**src/rtl/mem_processing_pkg.sv**
```systemverilog
// Shared types and constants for mem_processing: FSM state encoding,
// default geometry and the address-width helper.
package mem_processing_pkg;

  localparam int unsigned DEF_DATA_W  = 8;
  localparam int unsigned DEF_A_DEPTH = 8;

  typedef enum logic [1:0] {
    READA   = 2'd0,
    COMPUTE = 2'd1,
    HALT    = 2'd2
  } state_t;

  // Address bits needed for a memory of the given depth (at least one bit).
  function automatic int unsigned addr_width(input int unsigned depth);
    return (depth > 1) ? $clog2(depth) : 1;
  endfunction

endpackage

```
**src/rtl/mem_processing_mem_array.sv**
```systemverilog
// Register-file memory: asynchronous clear of every word, one synchronous
// write port and two combinational read ports.
module mem_array #(
  parameter int unsigned DATA_W = 8,
  parameter int unsigned DEPTH  = 8,
  parameter int unsigned ADDR_W = 3
) (
  input  logic              i_clk,
  input  logic              i_rst_n,
  input  logic              i_we,
  input  logic [ADDR_W-1:0] i_waddr,
  input  logic [DATA_W-1:0] i_wdata,
  input  logic [ADDR_W-1:0] i_raddr0,
  input  logic [ADDR_W-1:0] i_raddr1,
  output logic [DATA_W-1:0] o_rdata0,
  output logic [DATA_W-1:0] o_rdata1
);

  logic [DATA_W-1:0] mem [DEPTH];

  // Storage: whole array cleared on reset, single write port otherwise.
  always_ff @(posedge i_clk or negedge i_rst_n) begin
    if (!i_rst_n) begin
      for (int i = 0; i < int'(DEPTH); i++) begin
        mem[i] <= '0;
      end
    end else if (i_we) begin
      mem[i_waddr] <= i_wdata;
    end
  end

  // Combinational read ports.
  always_comb begin
    o_rdata0 = mem[i_raddr0];
    o_rdata1 = mem[i_raddr1];
  end

endmodule

```
**src/rtl/mem_processing.sv**
```systemverilog
// mem_processing: captures A_DEPTH bytes into memory A, folds each pair into
// one word of memory B (difference if x>y, else sum), then halts until Init.
// Optional feature: define MEMPROC_SAT_EN to saturate the addition path.
// A_DEPTH must be a power of two and at least 4.
module mem_processing
  import mem_processing_pkg::*;
#(
  parameter int unsigned DATA_W  = DEF_DATA_W,
  parameter int unsigned A_DEPTH = DEF_A_DEPTH,
  localparam int unsigned AW_A   = addr_width(A_DEPTH),
  localparam int unsigned AW_B   = addr_width(A_DEPTH / 2)
) (
  input  logic              clock,
  input  logic              Reset,
  input  logic              Init,
  input  logic [DATA_W-1:0] DataInA,
  input  logic [AW_B-1:0]   AddrB,
  output logic [DATA_W-1:0] DataOutB,
  output logic              Done
);

  localparam logic [AW_A-1:0] A_LAST = AW_A'(A_DEPTH - 1);
  // Index value one past the last B word: the cycle spent leaving COMPUTE.
  localparam logic [AW_B:0]   B_END  = (AW_B + 1)'(A_DEPTH / 2);

  state_t            r_state, w_state_nxt;
  logic [AW_A-1:0]   r_addr_a, w_addr_a_nxt;
  logic [AW_B:0]     r_idx, w_idx_nxt;
  logic              w_we_a, w_we_b;
  logic [AW_A-1:0]   w_raddr_x, w_raddr_y;
  logic [AW_B-1:0]   w_waddr_b;
  logic [DATA_W-1:0] w_x, w_y, w_add, w_result;
  logic [DATA_W-1:0] w_b_rd_spare;

  assign w_waddr_b = r_idx[AW_B-1:0];
  assign w_raddr_x = {w_waddr_b, 1'b0};
  assign w_raddr_y = {w_waddr_b, 1'b1};

  mem_array #(
    .DATA_W (DATA_W),
    .DEPTH  (A_DEPTH),
    .ADDR_W (AW_A)
  ) MemoryA (
    .i_clk    (clock),
    .i_rst_n  (Reset),
    .i_we     (w_we_a),
    .i_waddr  (r_addr_a),
    .i_wdata  (DataInA),
    .i_raddr0 (w_raddr_x),
    .i_raddr1 (w_raddr_y),
    .o_rdata0 (w_x),
    .o_rdata1 (w_y)
  );

  mem_array #(
    .DATA_W (DATA_W),
    .DEPTH  (A_DEPTH / 2),
    .ADDR_W (AW_B)
  ) MemoryB (
    .i_clk    (clock),
    .i_rst_n  (Reset),
    .i_we     (w_we_b),
    .i_waddr  (w_waddr_b),
    .i_wdata  (w_result),
    .i_raddr0 (AddrB),
    .i_raddr1 (AddrB),
    .o_rdata0 (DataOutB),
    .o_rdata1 (w_b_rd_spare)
  );

`ifdef MEMPROC_SAT_EN
  logic [DATA_W:0] w_sum_full;
  // Saturating add: clamp to all-ones on carry out.
  always_comb begin
    w_sum_full = {1'b0, w_x} + {1'b0, w_y};
    w_add      = w_sum_full[DATA_W] ? '1 : w_sum_full[DATA_W-1:0];
  end
`else
  // Wrapping add, modulo 2^DATA_W.
  always_comb begin
    w_add = w_x + w_y;
  end
`endif

  // Pair combine: unsigned difference when x>y, otherwise the sum.
  always_comb begin
    w_result = (w_x > w_y) ? (w_x - w_y) : w_add;
  end

  // State and counter registers.
  always_ff @(posedge clock or negedge Reset) begin
    if (!Reset) begin
      r_state  <= READA;
      r_addr_a <= '0;
      r_idx    <= '0;
    end else begin
      r_state  <= w_state_nxt;
      r_addr_a <= w_addr_a_nxt;
      r_idx    <= w_idx_nxt;
    end
  end

  // Next-state, counter and write-enable decode.
  always_comb begin
    w_state_nxt  = r_state;
    w_addr_a_nxt = r_addr_a;
    w_idx_nxt    = r_idx;
    w_we_a       = 1'b0;
    w_we_b       = 1'b0;
    unique case (r_state)
      READA: begin
        if (Init) begin
          w_addr_a_nxt = '0;
        end else begin
          w_we_a       = 1'b1;
          w_addr_a_nxt = r_addr_a + 1'b1;
          if (r_addr_a == A_LAST) begin
            w_state_nxt = COMPUTE;
            w_idx_nxt   = '0;
          end
        end
      end
      COMPUTE: begin
        if (Init) begin
          w_state_nxt  = READA;
          w_addr_a_nxt = '0;
        end else if (r_idx == B_END) begin
          w_state_nxt = HALT;
        end else begin
          w_we_b    = 1'b1;
          w_idx_nxt = r_idx + 1'b1;
        end
      end
      HALT: begin
        if (Init) begin
          w_state_nxt  = READA;
          w_addr_a_nxt = '0;
        end
      end
      default: begin
        w_state_nxt  = READA;
        w_addr_a_nxt = '0;
      end
    endcase
  end

  assign Done = (r_state == HALT);

endmodule

```
**config.mk**
```make
export PLATFORM = sky130hd
export DESIGN_NAME = mem_processing
export DESIGN_NICKNAME = d
export VERILOG_FILES = /design/src/rtl/mem_processing_pkg.sv /design/src/rtl/mem_processing_mem_array.sv /design/src/rtl/mem_processing.sv
export SDC_FILE = /design/constraint.sdc
export NUM_CORES = 1
export LEC_CHECK = 0
export ABC_CLOCK_PERIOD_IN_PS = 9820
export CAP_MARGIN = 5
export CORE_UTILIZATION = 49
export CTS_CLUSTER_DIAMETER = 50
export DETAILED_ROUTE_END_ITERATION = 12
export PLACE_DENSITY_LB_ADDON = 0.12
export SYNTH_ARGS = -nofsm -noshare
export SYNTH_HDL_FRONTEND = slang
export SYNTH_SLANG_ARGS = --single-unit
```
**constraint.sdc**
```tcl
create_clock -name clock -period 9.82 [get_ports clock]
set_clock_uncertainty 0.2 [all_clocks]
set_input_delay 2.455 -clock clock [delete_from_list [all_inputs] [get_ports clock]]
set_output_delay 2.455 -clock clock [all_outputs]
set_load 0.01 [all_outputs]
```
==> metrics list, run 1 <==
- The flow ran to the end, and the final reports show no timing, DRC or antenna violations.
- Proportion of register bits with asynchronous set or reset after synthesis: 100.0%
* Type of origin of the critical path: primary input
- The kind of cell with the highest combined delay along the critical path is buffers and inverters.
* Period minus WS final: 6986 ps
* Pins over their slew limit: 0
* Type of element capturing the critical path: primary output
* Remaining antenna violation count after routing: 0
* Cell area power density: 305.0 nW/um^2
* Width of the die: 106.4 um
- Fin nets: 476
- The share of the Yosys chip area taken by registers is 48.70%.
* Leakage power summed over all cells: 2.611 nW
- The worst setup path is of the in2out kind.
- Clock tree synthesis selected as its root buffer the cell clkbuf_8.
- Worst Hold Depth: 2
- Switching portion of total power: 38.28%
- Count of input and output buffers: 21
- Net switching power: 682.2 uW
* CP most frequent cell: clkdlybuf4s50_1
* Mapped Avg Cell Area: 12.66 um^2
* Floorplan die height: 106.4 um
- Number of iterations in the first detailed-routing pass: 4
* Setup slack of the most critical reg-to-reg path: 5980 ps
- The clock net in this run drives a total of 104 sinks.
- Clock-pin slew on the worst setup and hold paths: 90 ps
- The number of clock buffers added by TritonCTS is 9.
- Syn nets: 461
- Flip-flop and latch count after synthesis: 104
- In the global route stage, overall resource usage came out at 19.78%.
- Vias post-DR: 3228
- Hold buffers post-CTS: 0
- Total setup buffers inserted after CTS: 0
- Final Cycle Share: 71.14%
- Portion of total power attributed to combinational logic: 49.7%
- The die covers 11330 um^2.
* Number of DRC violations after detailed routing: 0
- Detailed placement ended at an HPWL of 6938 um.
* Layout-stage area growth over the synthesis result: 9.319%
* Routed wire length: 10000 um
- Cells with a size suffix above 1 make up 26.47% of the layout.
- Delay of the slowest cell on the worst path: 810 ps
- The signal on the critical path passes through clkdlybuf4s50_1 -> mux4_2 -> clkdlybuf4s50_1.
- Slew at the pin closest to its max-slew limit: 1054 ps
- Setup repair after global routing left no endpoint under its margin.
- Top achievable clock speed: 143.1 MHz
- Post-placement setup slack: 2792 ps
- Predominant post-synthesis flop cell: dfrtp_1
- In the synthesized netlist, the number of instances is 422.
- The worst register-to-register path has a depth of 11.
* Number of placed I/O pins: 22
* Detailed router's first-iteration violation count: 140
- Summing internal, switching and leakage power gives 1.782 mW.
- Critical-path maximum fanout: 8
- Number of warnings printed during yosys synthesis: 0
* Core ar.: 10460 um^2
* Starting utilization of the core area: 51.08%
* Clock tree from TritonCTS: done
- Clock latency on the worst-skew pair, taken at its later pin, is 380 ps.
- For hold timing, the worst endpoint is MemoryB.mem[9].
- Summed over all layers, the global routing overflow is 0.
- The number of antenna violations at the first check in global routing came to 0.
- Average wire length per cell after detail routing: 17.30 um
* MaxCap Viol Count: 0
- The H-tree was split into 3 levels.
* Hold path startpoint: MemoryB.mem[9]
* Row cnt: 37
- In this run, the clock network consumes 14.5% of the power.
- Data on the critical path arrives at its endpoint at 4330 ps.
* Class of the most critical hold timing path: reg2reg
- Yosys mapped a number of flops with a built-in enable equal to 0.
* Setup-failing EPs final: 0
- Highest ir drop seen on vdd: 0.0001292 V
- Crit path buf inv count: 2
- For the worst setup path, the data required time is 7170 ps.
- Number of hold violations in the final report: 0
- The cell area that synthesis handed to floorplanning was 5344 um^2.
* Post-Route Setup TNS: 0 ps
- Cell type of the slowest stage on the worst timing path: clkdlybuf4s50_1
- Library cells used by synthesis: 41
- In this run the critical register-to-register path is launched from r_idx[1].
* Diode count: 0
- The worst pin sits at a relative slew slack of 29.50%.
* Deepest clock path buffer count: 2
- Cell internal power was estimated by the tool at 1.100 mW.
- Post-route worst setup slack: 2834 ps
- Wire length of the first global-routing pass: 16830 um
* Number of vias per cell: 5.585
- Pin count of the biggest net entering global routing: 73
- Post-cts sizing count: 0
- The congestion estimate from routability-driven global placement came to 0.7953.
- Proportion of power drawn by flip-flops and latches: 35.8%
- In this run the critical register-to-register path is captured at MemoryB.mem[10].
- The number of global-route vias before repair came to 3305.
-- state kept, by name (all words and copies together), names as in the netlist --
name and flops:
MemoryA.mem 64, MemoryB.mem 32, r_addr_a 3, r_idx 3, r_state 2
-- synthesized netlist by cell type, types with 2 or more instances --
cell / count / area share, %
fa_1: 2 / 0.75
buf_2: 7 / 0.66
o21ai_0: 22 / 2.1
nor2b_1: 3 / 0.35
nor3b_1: 2 / 0.28
a22o_1: 2 / 0.33
xnor2_2: 5 / 1.5
nand2b_1: 3 / 0.35
buf_1: 2 / 0.14
nand2_1: 49 / 3.4
nor2_1: 9 / 0.63
mux4_2: 24 / 10
inv_1: 19 / 1.3
o31ai_1: 4 / 0.56
ha_1: 24 / 5.6
nor3_1: 3 / 0.28
dfrtp_1: 104 / 49
clkbuf_1: 9 / 0.63
nand3b_1: 4 / 0.56
mux2_2: 64 / 13
mux2i_1: 8 / 1.5
a21oi_2: 2 / 0.33
a31oi_1: 3 / 0.35
a21o_1: 3 / 0.42
and4_1: 2 / 0.33
nand3_1: 3 / 0.28
nor3b_2: 2 / 0.47
o21ai_1: 17 / 1.6
a21oi_1: 9 / 0.84
-- worst reg2reg max path: stages (launching register included) --
cell and delay, ps:
dfrtp_1 940, mux4_2 430, inv_1 70, ha_1 150
inv_1 50, fa_1 390, nand3_1 130, a21oi_2 80
o31ai_4 470, mux2i_1 270, xor2_1 390, o21ai_1 140
-- final cells by class --
class / instances / area (um^2)
fillers: 905 / 4621
flip-flops and latches: 104 / 2603
multi-input cells: 280 / 2582
repair buffers: 23 / 222.7
well taps: 136 / 170.2
clock buffers: 13 / 168.9
inverters: 19 / 71.32
clock inverters: 3 / 23.77
-- placed cells by master, fill, tap and decap left out, types with 2 or more instances in the layout --
cell	n
a21o_1	3
a21oi_1	9
a21oi_2	2
a22o_1	2
a31oi_1	3
and4_1	2
buf_4	3
clkbuf_8	12
clkdlybuf4s50_1	20
clkinvlp_4	2
dfrtp_1	104
fa_1	2
ha_1	24
inv_1	19
mux2_2	64
mux2i_1	8
mux4_2	24
nand2_1	49
nand2b_1	3
nand3_1	3
nand3b_1	4
nor2_1	9
nor2b_1	3
nor3_1	3
nor3b_1	2
nor3b_2	2
o21ai_0	22
o21ai_1	17
o31ai_1	4
xnor2_2	5
-- power by group through the flow --
| stage | Clock [mW] | Combinational [mW] | Sequential, mW |
|---|---|---|---|
| detailed placement | 0 | 0.889 | 0.648 |
| global placement | 0 | 0.876 | 0.641 |
| finish | 0.258 | 0.886 | 0.638 |
| floorplan | 0 | 0.723 | 0.619 |
| CTS | 0.272 | 0.891 | 0.639 |
| global route | 0.287 | 0.974 | 0.659 |
-- worst max path at each step --
| stage | from | slack, ps | cells past startpoint | endpoint |
|---|---|---|---|---|
| 6_report | AddrB[0] | 2830 | 3 | DataOutB[1] |
| 5_1_grt | AddrB[0] | 2720 | 3 | DataOutB[4] |
| 4_1_cts | AddrB[0] | 2790 | 3 | DataOutB[1] |
| 3_5_place_dp | AddrB[0] | 2790 | 3 | DataOutB[1] |
| 3_3_place_gp | AddrB[0] | 2820 | 3 | DataOutB[7] |
| 2_1_floorplan | AddrB[0] | 3690 | 2 | DataOutB[0] |
-- per-stage QoR --
stage | instance area (um^2) | instances | hold slack (ps) | utilization, %
5_1_grt | 5842 | 578 | 317.2 | 55.84
2_1_floorplan | 5344 | 422 | 244.6 | -
6_report | 5842 | 578 | 286.0 | 55.84
3_5_place_dp | 5649 | 562 | 268.8 | 53.99
4_1_cts | 5842 | 578 | 290.3 | 55.84
3_3_place_gp | 5649 | 562 | 258.6 | 53.99
-- logic make-up (layout without fill, tap and decap cells) --
| kind of cell | after synthesis | count (layout) | share of synthesized area (%) |
|---|---|---|---|
| adder cells (fa/ha/maj) | 26 | 26 | 6.369 |
| buffers and inverters | 38 | 58 | 2.973 |
| multiplexers | 96 | 96 | 25.10 |
| AND/OR/NAND/NOR | 84 | 84 | 7.446 |
| AO/OA/AOI/OAI | 68 | 68 | 7.727 |
| flip-flops | 104 | 104 | 48.70 |
| XOR/XNOR | 6 | 6 | 1.686 |
-- layer usage --
layer / GRT usage, % / vias to the layer above / part of all wire, %
met5: 0 / - / 0
met4: 9.100 / 0 / 2.8
met3: 4.537 / 21 / 2.6
met2: 31.26 / 44 / 46
met1: 25.98 / 1619 / 48
li1: - / 1544 / -
No activity file was read; power rests on OpenSTA's default activity.
==> inputs of run 2 (changes only) <==
- ABC_CLOCK_PERIOD_IN_PS: 9820 -> 6100
- clock period: 9.82 -> 6.1 ns (I/O delays scaled with it)
==> run 2 against run 1 <==
- critical endpoint is now DataOutB[0]
- sequential share of layout area fell by 0.10 points
- clock-buffer cell count fell by 2
- critical path depth stayed put
- critical path type unchanged
- die area unchanged
- first-iteration DRC count grew 25%
- design area increased by 0.24%
- highest routed layer unchanged
- routed wire length up 1.8%
- register-to-register slack worse by 4000 ps
==> metrics list, run 2 (synthesis gave the netlist of run 1 again) <==
* Run status: finished, final reports clean
* Worst slew margin relative to its limit: 34.56%
- Entering global routing, the biggest net connects 59 pins.
* Overall die area: 11330 um^2
- For this run, the post-layout net count is 476.
* Largest register FFs: 64
- Row cnt: 37
* Vias post-DR: 3257
- Post-detailed-placement cell area: 5649 um^2
- Across all hold checks on the routed design, the worst slack comes to 289.5 ps.
* # H-tree levels: 3
* Count of placed standard cells including taps: 562
- In this run the static leakage power is 2.616 nW.
- Max-cap violations in this run came to 0.
- Sum of overflow across all layers after global routing: 0
- Number of vias per cell: 5.635
- Setup repair after global routing left no endpoint under its margin.
- Classification of the worst setup path: in2out
* Wire length of the first global-routing pass: 17080 um
* Setup-failing EPs final: 0
* Most flop-heavy register: MemoryA.mem
* Clock-pin slew on the worst setup and hold paths: 100 ps
* Pins over their slew limit: 0
- Fillcell total: 912
- Final cell utilization of the core: 55.97%
- Hold buffers post-CTS: 0
- After detailed routing, the average wire length per cell comes to 17.60 um.
- Final HPWL from detailed placement: 7141 um
- Final cell count without fillers: 578
- Initial antenna violation count: 0
* Period minus WS final: 5119 ps
* Number of hold violations in the final report: 0
* Top library cells by usage in the layout, fill and taps aside: dfrtp_1, mux2_2, nand2_1
- Routed wire length: 10180 um
- Weighted congestion reported at the end of routability-driven placement: 0.8239
- Slew at the pin closest to its max-slew limit: 981.7 ps
* Post-cts sizing count: 0
- The first detailed-routing pass took 4 iterations.
- The floorplan step set the die height to 106.4 um.
- Count of input and output buffers: 21
* Detailed router's first-iteration violation count: 175
- Starting utilization of the core area: 51.08%
- Post-CTS timing repair inserted 0 buffers for setup.
* Post-placement setup slack: 944.4 ps
- The number of global-route vias before repair was 3348.
* Total track usage: 19.74%
- After floorplanning, the core was sized to cover 10460 um^2.
- The number of antenna diodes in the final layout is 0.
- STA classifies the critical path endpoint as a primary output.
- Insertion delay of the later-clocked pin in the worst-skew pair: 370 ps
- Of the cells placed in the final design, the portion with a size suffix greater than 1 is 26.47%.
- Layout-stage area growth over the synthesis result: 9.576%
- The min-delay analysis places its worst path in the category reg2reg.
* Cell area after layout: 5856 um^2
- Leaving out fill and tap cells, the most frequent cell in the layout is dfrtp_1.
* Post-Route Setup TNS: 0 ps
- The detail route stage leaves a number of antenna-violating nets equal to 0.
* Type of origin of the critical path: primary input
* Cell area power density: 495.8 nW/um^2
- Number of DRC violations after detailed routing: 0
- TritonCTS built the clock tree.
- Post-route worst setup slack: 981.4 ps
- In the final layout, the registers with the most flip-flops are MemoryA.mem: 64 flops, MemoryB.mem: 32 flops.
- The clock drives 104 sinks.
* Number of placed I/O pins: 22
* CTS Root Buffer Type: clkbuf_8
- Total power for the finished layout comes to 2.903 mW.
- Static timing analysis puts the maximum clock frequency at 195.4 MHz.
- The die is 106.4 um wide.
- Worst Path Required: 4380 ps
- Final Cycle Share: 83.91%
- At the worst endpoint, the arrival time is 3390 ps.
* Deepest clock path buffer count: 2
* Highest ir drop seen on vdd: 0.0002017 V
- Number of buffers inserted during clock tree synthesis: 9
- Critical-path maximum fanout: 8
-- run 2: cell types whose count changed in the layout (fill, tap and decap cells not counted), sizes merged --
cell	delta
clkbuf	-2
bufinv	+1
clkinv	+1
-- run 2: worst max-delay path, stage by stage --
cell             delay [ps]
clkdlybuf4s50_1         810
mux4_2                  570
clkdlybuf4s50_1         490
-- run 2: path summary, 6_finish.rpt --
check	to	cells past startpoint	startpoint	slack, ps
setup / recovery	DataOutB[0]	3	AddrB[0]	980
setup reg to reg	MemoryB.mem[2]	9	r_idx[0]	1990
hold / removal	MemoryB.mem[17]	2	MemoryB.mem[17]	290
hold reg to reg	MemoryB.mem[17]	2	MemoryB.mem[17]	290
max in group asynchronous	MemoryA.mem[34]	2	Reset	3610
min in group asynchronous	MemoryB.mem[26]	1	Reset	1000
-- run 2: per-layer routing --
metal  global-route usage [%]  part of all wire [%]  vias to the layer above
met5                        0                     0                        -
met4                    6.556                   1.8                        0
met3                    3.863                   3.0                       15
met2                    32.47                    48                       53
met1                    26.34                    47                     1639
li1                         -                     -                     1550
-- run 2: layout make-up --
type / instances / area (um^2) / share of cell area [%]
clock buffers: 11 / 141.4 / 2.415
repair buffers: 23 / 222.7 / 3.803
clock inverters: 5 / 65.06 / 1.111
inverters: 19 / 71.32 / 1.218
well taps: 136 / 170.2 / 2.906
multi-input cells: 280 / 2582 / 44.10
flip-flops and latches: 104 / 2603 / 44.44
-- run 2: power by group --
group          switching, mW  leakage [nW]  internal, mW
registers              0.119          1.36         0.912
clock network          0.237        0.0977         0.205
logic                  0.755          1.16         0.675
total                   1.11          2.62          1.79
